File: config.mk
export PLATFORM = sky130hd
export DESIGN_NAME = mem_access_ctrl
export DESIGN_NICKNAME = d
export VERILOG_FILES = /design/src/rtl/mem_access_ctrl_pkg.sv /design/src/rtl/mem_align.sv /design/src/rtl/mem_access_ctrl.sv
export SDC_FILE = /design/constraint.sdc
export NUM_CORES = 1
export LEC_CHECK = 0
export CELL_PAD_IN_SITES_DETAIL_PLACEMENT = 0
export CELL_PAD_IN_SITES_GLOBAL_PLACEMENT = 2
export CORE_AREA = 2 2 154 141
export DETAILED_ROUTE_END_ITERATION = 6
export DIE_AREA = 0 0 156 143
export PLACE_DENSITY = 0.9
export SETUP_SLACK_MARGIN = 0.05
export SYNTH_ARGS = -nofsm -noshare
export SYNTH_HDL_FRONTEND = slang
export SYNTH_SLANG_ARGS = --single-unit
File: constraint.sdc
create_clock -name clk -period 4.12 [get_ports clk]
set_input_delay 0.618 -clock clk [delete_from_list [all_inputs] [get_ports clk]]
set_output_delay 0.618 -clock clk [all_outputs]
set_load 0.1 [all_outputs]
File: src/rtl/mem_access_ctrl_pkg.sv
// rtl/mem_access_ctrl_pkg.sv - op codes, size/state encodings and op decode helpers
package mem_access_ctrl_pkg;

  localparam logic [7:0] EXE_LB_OP  = 8'b1110_0000;
  localparam logic [7:0] EXE_LH_OP  = 8'b1110_0001;
  localparam logic [7:0] EXE_LW_OP  = 8'b1110_0011;
  localparam logic [7:0] EXE_LBU_OP = 8'b1110_0100;
  localparam logic [7:0] EXE_LHU_OP = 8'b1110_0101;
  localparam logic [7:0] EXE_SB_OP  = 8'b1110_1000;
  localparam logic [7:0] EXE_SH_OP  = 8'b1110_1001;
  localparam logic [7:0] EXE_SW_OP  = 8'b1110_1011;

  typedef enum logic [1:0] {
    SIZE_BYTE = 2'd0,
    SIZE_HALF = 2'd1,
    SIZE_WORD = 2'd2
  } size_e;

  typedef enum logic [1:0] {
    ST_IDLE  = 2'd0,
    ST_REQ   = 2'd1,
    ST_WAIT  = 2'd2,
    ST_DRAIN = 2'd3
  } state_e;

  function automatic logic is_mem_op(input logic [7:0] op);
    case (op)
      EXE_LB_OP, EXE_LH_OP, EXE_LW_OP, EXE_LBU_OP, EXE_LHU_OP,
      EXE_SB_OP, EXE_SH_OP, EXE_SW_OP: return 1'b1;
      default:                         return 1'b0;
    endcase
  endfunction

  function automatic logic is_store_op(input logic [7:0] op);
    case (op)
      EXE_SB_OP, EXE_SH_OP, EXE_SW_OP: return 1'b1;
      default:                         return 1'b0;
    endcase
  endfunction

  function automatic size_e op_size(input logic [7:0] op);
    case (op)
      EXE_LB_OP, EXE_LBU_OP, EXE_SB_OP: return SIZE_BYTE;
      EXE_LH_OP, EXE_LHU_OP, EXE_SH_OP: return SIZE_HALF;
      default:                          return SIZE_WORD;
    endcase
  endfunction

endpackage

File: src/rtl/mem_align.sv
// rtl/mem_align.sv - store lane replication and load byte/half extract with sign/zero extend
module mem_align
  import mem_access_ctrl_pkg::*;
(
  input  logic [1:0]  i_size,
  input  logic [31:0] i_wdata,
  output logic [31:0] o_wdata_rep,
  input  logic [7:0]  i_op,
  input  logic [1:0]  i_byte_sel,
  input  logic [31:0] i_rdata,
  output logic [31:0] o_load_data
);

  logic [7:0]  w_byte;
  logic [15:0] w_half;

  always_comb begin
    case (i_size)
      SIZE_BYTE: o_wdata_rep = {4{i_wdata[7:0]}};
      SIZE_HALF: o_wdata_rep = {2{i_wdata[15:0]}};
      default:   o_wdata_rep = i_wdata;
    endcase
  end

  always_comb begin
    case (i_byte_sel)
      2'd0:    w_byte = i_rdata[7:0];
      2'd1:    w_byte = i_rdata[15:8];
      2'd2:    w_byte = i_rdata[23:16];
      default: w_byte = i_rdata[31:24];
    endcase
    w_half = i_byte_sel[1] ? i_rdata[31:16] : i_rdata[15:0];
  end

  always_comb begin
    case (i_op)
      EXE_LB_OP:  o_load_data = {{24{w_byte[7]}}, w_byte};
      EXE_LBU_OP: o_load_data = {24'd0, w_byte};
      EXE_LH_OP:  o_load_data = {{16{w_half[15]}}, w_half};
      EXE_LHU_OP: o_load_data = {16'd0, w_half};
      default:    o_load_data = i_rdata;
    endcase
  end

endmodule

File: src/rtl/mem_access_ctrl.sv
// rtl/mem_access_ctrl.sv - MEM-stage data bus controller; MEM_ADDR_CHECK_EN enables alignment exceptions
module mem_access_ctrl
  import mem_access_ctrl_pkg::*;
(
  input  logic        clk,
  input  logic        rst,
  input  logic        start,
  input  logic [7:0]  alucontrol,
  input  logic [31:0] addr,
  input  logic [31:0] wdata_in,
  input  logic        flush,
  output logic        stall,
  output logic        done,
  output logic [31:0] rdata_out,
  output logic        adel,
  output logic        ades,
  output logic [31:0] bad_vaddr,
  output logic        data_req,
  output logic        data_wr,
  output logic [1:0]  data_size,
  output logic [31:0] data_addr,
  output logic [31:0] data_wdata,
  input  logic        data_addr_ok,
  input  logic        data_data_ok,
  input  logic [31:0] data_rdata
);

  state_e      r_state;
  state_e      w_next_state;
  logic [7:0]  r_op;
  logic        r_done;
  logic [31:0] r_rdata_out;
  logic        r_data_req;
  logic        r_data_wr;
  size_e       r_data_size;
  logic [31:0] r_data_addr;
  logic [31:0] r_data_wdata;

  logic        w_is_mem;
  logic        w_is_store;
  size_e       w_size;
  logic        w_misaligned;
  logic        w_can_accept;
  logic        w_accept;
  logic        w_addr_err;
  logic        w_complete;
  logic [31:0] w_wdata_rep;
  logic [31:0] w_load_data;

  assign w_is_mem   = is_mem_op(alucontrol);
  assign w_is_store = is_store_op(alucontrol);
  assign w_size     = op_size(alucontrol);

`ifdef MEM_ADDR_CHECK_EN
  always_comb begin
    case (w_size)
      SIZE_HALF: w_misaligned = addr[0];
      SIZE_WORD: w_misaligned = |addr[1:0];
      default:   w_misaligned = 1'b0;
    endcase
  end
`else
  assign w_misaligned = 1'b0;
`endif

  // start is still high in the done cycle; r_done keeps it from being taken twice
  assign w_can_accept = (r_state == ST_IDLE) & start & w_is_mem & ~r_done & ~flush;
  assign w_accept     = w_can_accept & ~w_misaligned;
  assign w_addr_err   = w_can_accept & w_misaligned;
  assign w_complete   = (r_state == ST_WAIT) & data_data_ok & ~flush;

  assign stall = (r_state != ST_IDLE) | w_accept;

  mem_align u_mem_align (
    .i_size      (w_size),
    .i_wdata     (wdata_in),
    .o_wdata_rep (w_wdata_rep),
    .i_op        (r_op),
    .i_byte_sel  (r_data_addr[1:0]),
    .i_rdata     (data_rdata),
    .o_load_data (w_load_data)
  );

  always_ff @(posedge clk) begin
    if (rst) r_state <= ST_IDLE;
    else     r_state <= w_next_state;
  end

  always_comb begin
    w_next_state = r_state;
    case (r_state)
      ST_IDLE:  if (w_accept) w_next_state = ST_REQ;
      // a request accepted in the flush cycle is still in flight and must be drained
      ST_REQ: begin
        if (flush)             w_next_state = data_addr_ok ? ST_DRAIN : ST_IDLE;
        else if (data_addr_ok) w_next_state = ST_WAIT;
      end
      ST_WAIT: begin
        if (data_data_ok) w_next_state = ST_IDLE;
        else if (flush)   w_next_state = ST_DRAIN;
      end
      ST_DRAIN: if (data_data_ok) w_next_state = ST_IDLE;
      default:  w_next_state = ST_IDLE;
    endcase
  end

  always_ff @(posedge clk) begin
    if (rst) begin
      r_op         <= '0;
      r_done       <= 1'b0;
      r_rdata_out  <= '0;
      r_data_req   <= 1'b0;
      r_data_wr    <= 1'b0;
      r_data_size  <= SIZE_BYTE;
      r_data_addr  <= '0;
      r_data_wdata <= '0;
    end else begin
      r_done <= w_complete | w_addr_err;
      if (w_accept) begin
        r_op         <= alucontrol;
        r_data_req   <= 1'b1;
        r_data_wr    <= w_is_store;
        r_data_size  <= w_size;
        r_data_addr  <= addr;
        r_data_wdata <= w_wdata_rep;
      end else if ((r_state == ST_REQ) && (flush || data_addr_ok)) begin
        r_data_req <= 1'b0;
      end
      if (w_complete)      r_rdata_out <= r_data_wr ? 32'd0 : w_load_data;
      else if (w_addr_err) r_rdata_out <= 32'd0;
    end
  end

`ifdef MEM_ADDR_CHECK_EN
  logic        r_adel;
  logic        r_ades;
  logic [31:0] r_bad_vaddr;

  always_ff @(posedge clk) begin
    if (rst) begin
      r_adel      <= 1'b0;
      r_ades      <= 1'b0;
      r_bad_vaddr <= '0;
    end else begin
      r_adel <= w_addr_err & ~w_is_store;
      r_ades <= w_addr_err & w_is_store;
      if (w_addr_err) r_bad_vaddr <= addr;
    end
  end

  assign adel      = r_adel;
  assign ades      = r_ades;
  assign bad_vaddr = r_bad_vaddr;
`else
  assign adel      = 1'b0;
  assign ades      = 1'b0;
  assign bad_vaddr = '0;
`endif

  assign done       = r_done;
  assign rdata_out  = r_rdata_out;
  assign data_req   = r_data_req;
  assign data_wr    = r_data_wr;
  assign data_size  = r_data_size;
  assign data_addr  = r_data_addr;
  assign data_wdata = r_data_wdata;

endmodule

# After elaboration in Yosys (flattened, before gate mapping)
# Cells that the tools add are included.
classes:
  addsub: 0
  multipliers: 0
  div: 0
  n_lt_le_gt_ge: 0
  n_eq_ne: 22
  shift: 0
  n_mux: 18
  bitwise_logic: 9
  n_reduce_logical: 12
op_table:
  columns: ["cell", "count"]
  rows:
  - ["$pmux 32 s4", 1]
  - ["$eq 8x8->1 const B", 12]
  - ["$pmux 32 s2", 1]
  - ["$mux 32", 1]
  - ["$pmux 8 s3", 1]
  - ["$mux 16", 1]
  - ["$mux 2", 7]
  - ["$reduce_or 3->1", 3]
  - ["$pmux 2 s4", 1]
  - ["$reduce_or 8->1", 1]
  - ["$and 1x1->1", 6]
  - ["$eq 2x1->1 const B", 3]
  - ["$eq 2x2->1 const B", 3]
  - ["$logic_not 2->1", 3]
  - ["$ne 3x3->1 const B", 2]
  - ["$mux 1", 4]
  - ["$ne 2x2->1 const B", 2]
  - ["$pmux 2 s2", 1]
  - ["$reduce_and 4->1", 1]
  - ["$reduce_bool 2->1", 2]
  - ["$not 1->1", 2]
  - ["$logic_and 1x1->1", 1]
  - ["$logic_or 1x1->1", 1]
  - ["$or 1x1->1", 1]
totals:
  ff_bits: 111
  latch_bits: 0
  ram_bits: 0
  rom_bits: 0
  input_bits: 110
  output_inout_bits: 136
  word_cells: 70
  memories: 0

# Longest topological paths before layout
depth:
  word_depth: 8
  depth_mapped: 7
  mapped_depth_nobuf: 4

# Cells and area by module
# Synthesis repeated with hierarchy kept, for this count alone.
hier_totals:
  cells_unflattened: 626
  hier_area_um2: 5804.3
by_module_without_submodules:
  columns: ["mod", "instances", "cells_per_inst", "area_per_inst_um2"]
  rows:
  - ["mem_access_ctrl", 1, 452, 4414.2]
  - ["mem_align", 1, 174, 1390.1]

# Least setup slack after synthesis
# OpenSTA, ideal clock, no wires.
synth_path:
  kind: "reg-to-output"
  from: "register r_done, in the netlist done"
  to: "output port stall"
  t_arrival_ps: 2166
  required_ps: 3502
  slack_ps: 1336
  stages_incl_launch_ff: 5
  path_cell_list: "dfxtp_1 -> nor3b_2 -> o2111a_2 -> buf_6 -> or3_1"
synth_via:
  elab_chain_len: 4
synth_lines:
  columns: ["element", "line", "text"]
  rows:
  - ["start: declaration", "mem_access_ctrl.sv:31", "logic r_done;"]
  - ["start signal: assignment", "mem_access_ctrl.sv:118", "r_done <= w_complete | w_addr_err;"]
  - ["$not 1->1", "mem_access_ctrl.sv:67", "assign w_can_accept = (r_state == ST_IDLE) & start & w_is_mem & ~r_done & ~flush;"]
  - ["$and 1x1->1 (2 in a row)", "mem_access_ctrl.sv:67", null]
  - ["$or 1x1->1", "mem_access_ctrl.sv:72", "assign stall = (r_state != ST_IDLE) | w_accept;"]
  - ["end: declaration", "mem_access_ctrl.sv:12", "output logic stall,"]
# Every way passes these cells.

# Final worst setup path
layout_path:
  from: "register r_data_addr[1], in the netlist data_addr[1]"
  to: "output port data_addr[1]"
layout_lines:
  columns: ["element", "line", "text"]
  rows:
  - ["start: declaration", "mem_access_ctrl.sv:36", "logic [31:0] r_data_addr;"]
  - ["start signal: assignment", "mem_access_ctrl.sv:124", "r_data_addr <= addr;"]
  - ["end: declaration", "mem_access_ctrl.sv:21", "output logic [31:0] data_addr,"]
# No word-level cell between the ends.

==> impl_metrics.tcl <==
set metrics [dict create \
    grt_usage 0.145 \
    cts_tree "yes" \
    die_h_um 143 \
    reg2reg_depth 5 \
    synth_top_area_cell "dfxtp_1" \
    num_vias 4596 \
    synth_flop_cell "dfxtp_1" \
    post_cts_buffers 0 \
    port_buffers 211 \
    end_kind "output pin" \
    dp_hpwl_um 11900 \
    dr.pass1.iters 4 \
    drtAntennaViolNets 0 \
    grt_max_degree 68 \
    finalPower_mw 2.37 \
    worstSetupPathType "flip-flop to output pin" \
    clk_latency_ns 0.35 \
    yosysWarningCount 0 \
    async_flop_share 0 \
    avgViaCountPerCell 4.49 \
    cp_data_arrival_time_ns 2.31 \
    crit_path_cell_trace "clkdlybuf4s50_1" \
    cp_top_family "buffers and inverters" \
    drt-initial-drc-count 162 \
    grt_pass1_wl_um 25000 \
    yosys-top-cells-area "dfxtp_1 (45%), nand2_1 (9.8%), buf_4 (5.6%)" \
    cts_buffers 9 \
    cp_max_fo 13 \
    drc_errors 0 \
    cts_hold_buf 0 \
    post_synth.cell_area_avg_sq_um 8.56 \
    peakVddDrop_v 0.000173 \
    holdCritPathClass "flip-flop to flip-flop" \
    overflow 0 \
    slew_headroom 0.306 \
    min_period_over_period 0.709 \
    place_ws_ns 1.08 \
    startpoint_type "flip-flop" \
    cpMaxStageDelayCell "clkdlybuf4s50_1" \
    finalHoldViolations 0 \
    place_congestion 0.752 \
    skew_ns 0.00684 \
    setup_viol 0 \
    coreArea_sq_mm 0.0206 \
    path_depth 1 \
    hold_path_depth 2 \
    syn_area_sq_mm 0.00492 \
    nets 871 \
    die_x_um 156 \
    grt_pass1_vias 4472 \
    cp_num_buf_inv 1 \
    cap_viol_max_count 0 \
    p_leak_nw 2.62 \
    routed_wirelength_um 16400 \
    syn_inst 575 \
    cts.sinks 111 \
    cts_root_buf "clkbuf_16" \
    cts_resized 0 \
    wl_per_cell_um 16.0 \
    synth_edf_count 0 \
    rows 50 \
    finalCriticalPeriod_ns 2.92 \
    cp.required_ns 3.50 \
    ys_seq_elements 111 \
    clockBufferDepth 2 \
    insertedDiodeCount 0 \
    yosys.area.top_type_share 0.451 \
    setup_tns_ns 0 \
    drv_slew 0 \
    ys_seq_area_frac 0.451 \
    cp_slowest_stage_delay_ns 1.25 \
    initial_core_util 0.239 \
    synth_cell_type_count 48 \
    htreeDepth 3 \
    fin_util 0.359 \
    areaGrowthSynthToFinish_pct 49.8 \
    grt_setup_unrepaired "no" \
    powerDensity_mw_per_mm2 321 \
    yosysMostFrequentCell "nand2_1" \
    layout-drive-gt1-share 0.0615 \
    status "complete, no violations" \
    clkSlewWorstSetupHoldPaths_ns 0.07 \
    timing_worst_slew_pin_value_ns 1.04 \
    synthTopCellsByCount "nand2_1 (129), dfxtp_1 (111), a21oi_1 (48)" \
    fmax_ghz 0.342 \
    worst_slack_ns 1.20 \
    die-area_sq_mm 0.0223 \
    grt_antenna_before_repair 0 \
    ios 246 \
]
==> cell usage in the layout, fill, tap and decap left out, types with 2 or more instances in the layout <==
cell,n
and4b_1,2
a21oi_1,48
and2_1,2
conb_1,34
buf_4,6
a32oi_1,17
a22o_1,7
a211oi_1,11
clkdlybuf4s50_1,209
nand2_1,129
nand4b_1,2
bufinv_16,2
dfxtp_1,111
and3_1,9
nor3_1,9
o2bb2ai_1,9
o21ai_0,34
nor2_2,2
clkbuf_16,9
a22oi_1,8
nand2b_1,3
a32o_1,8
mux2_2,10
mux2i_1,15
or2_2,8
nor2_1,32
nor2b_1,3
==> worst paths after layout <==
kind                      start             end  slack [ns]
setup / recovery   data_addr[1]    data_addr[1]        1.20
hold / removal    data_addr[24]   data_addr[24]        0.45
setup reg to reg     r_state[0]  data_wdata[24]        1.89
hold reg to reg   data_addr[24]   data_addr[24]        0.45
==> area by class of cell <==
class	count	area, sq um
Clock buffer	10	229
Timing Repair Buffer	217	2160
Tap cell	260	325
Fill cell	2153	13200
Sequential cell	111	2220
Clock inverter	4	72.6
Multi-Input combinational cell	420	2360
Inverter	2	7.51
==> registers in the layout, indices dropped and copies added (netlist names) <==
| signal | flops |
|---|---|
| data_addr | 32 |
| data_wdata | 32 |
| rdata_out | 32 |
| r_op | 8 |
| data_size | 2 |
| r_state | 2 |
| data_req | 1 |
| data_wr | 1 |
| done | 1 |
==> routing by layer <==
layer / vias up / global-route usage / part of all wire
li1: 2309 / - / -
met1: 2106 / 0.191 / 0.47
met4: 0 / 0.0362 / 0.0097
met2: 169 / 0.222 / 0.43
met3: 12 / 0.0558 / 0.091
met5: - / 0 / 0
==> report_power, final <==
| group | internal [mW] | switching (mW) | leakage (nW) |
|---|---|---|---|
| clock | 0.526 | 0.398 | 0.144 |
| combinational | 0.124 | 0.244 | 1.58 |
| sequential | 1.08 | 0.00279 | 0.894 |
| total | 1.73 | 0.645 | 2.62 |
==> cell families after synthesis <==
group	Yosys count	share of synthesized area
buf+inv	77	0.0986
compound gates	149	0.200
xor+xnor	1	0.00178
flops	111	0.451
other cells	1	0.000761
simple gates	211	0.194
mux	25	0.0534
==> metrics by stage <==
stage	hold WS, ns	area, sq um	cells
finish	0.452	7380	1024
global route	0.465	7380	1024
CTS	0.456	7380	1024
detailed placement	0.445	7080	1010
global placement	0.436	7080	1010
floorplan	0.442	5050	608
Note: power is estimated with default switching activity, not from simulation.
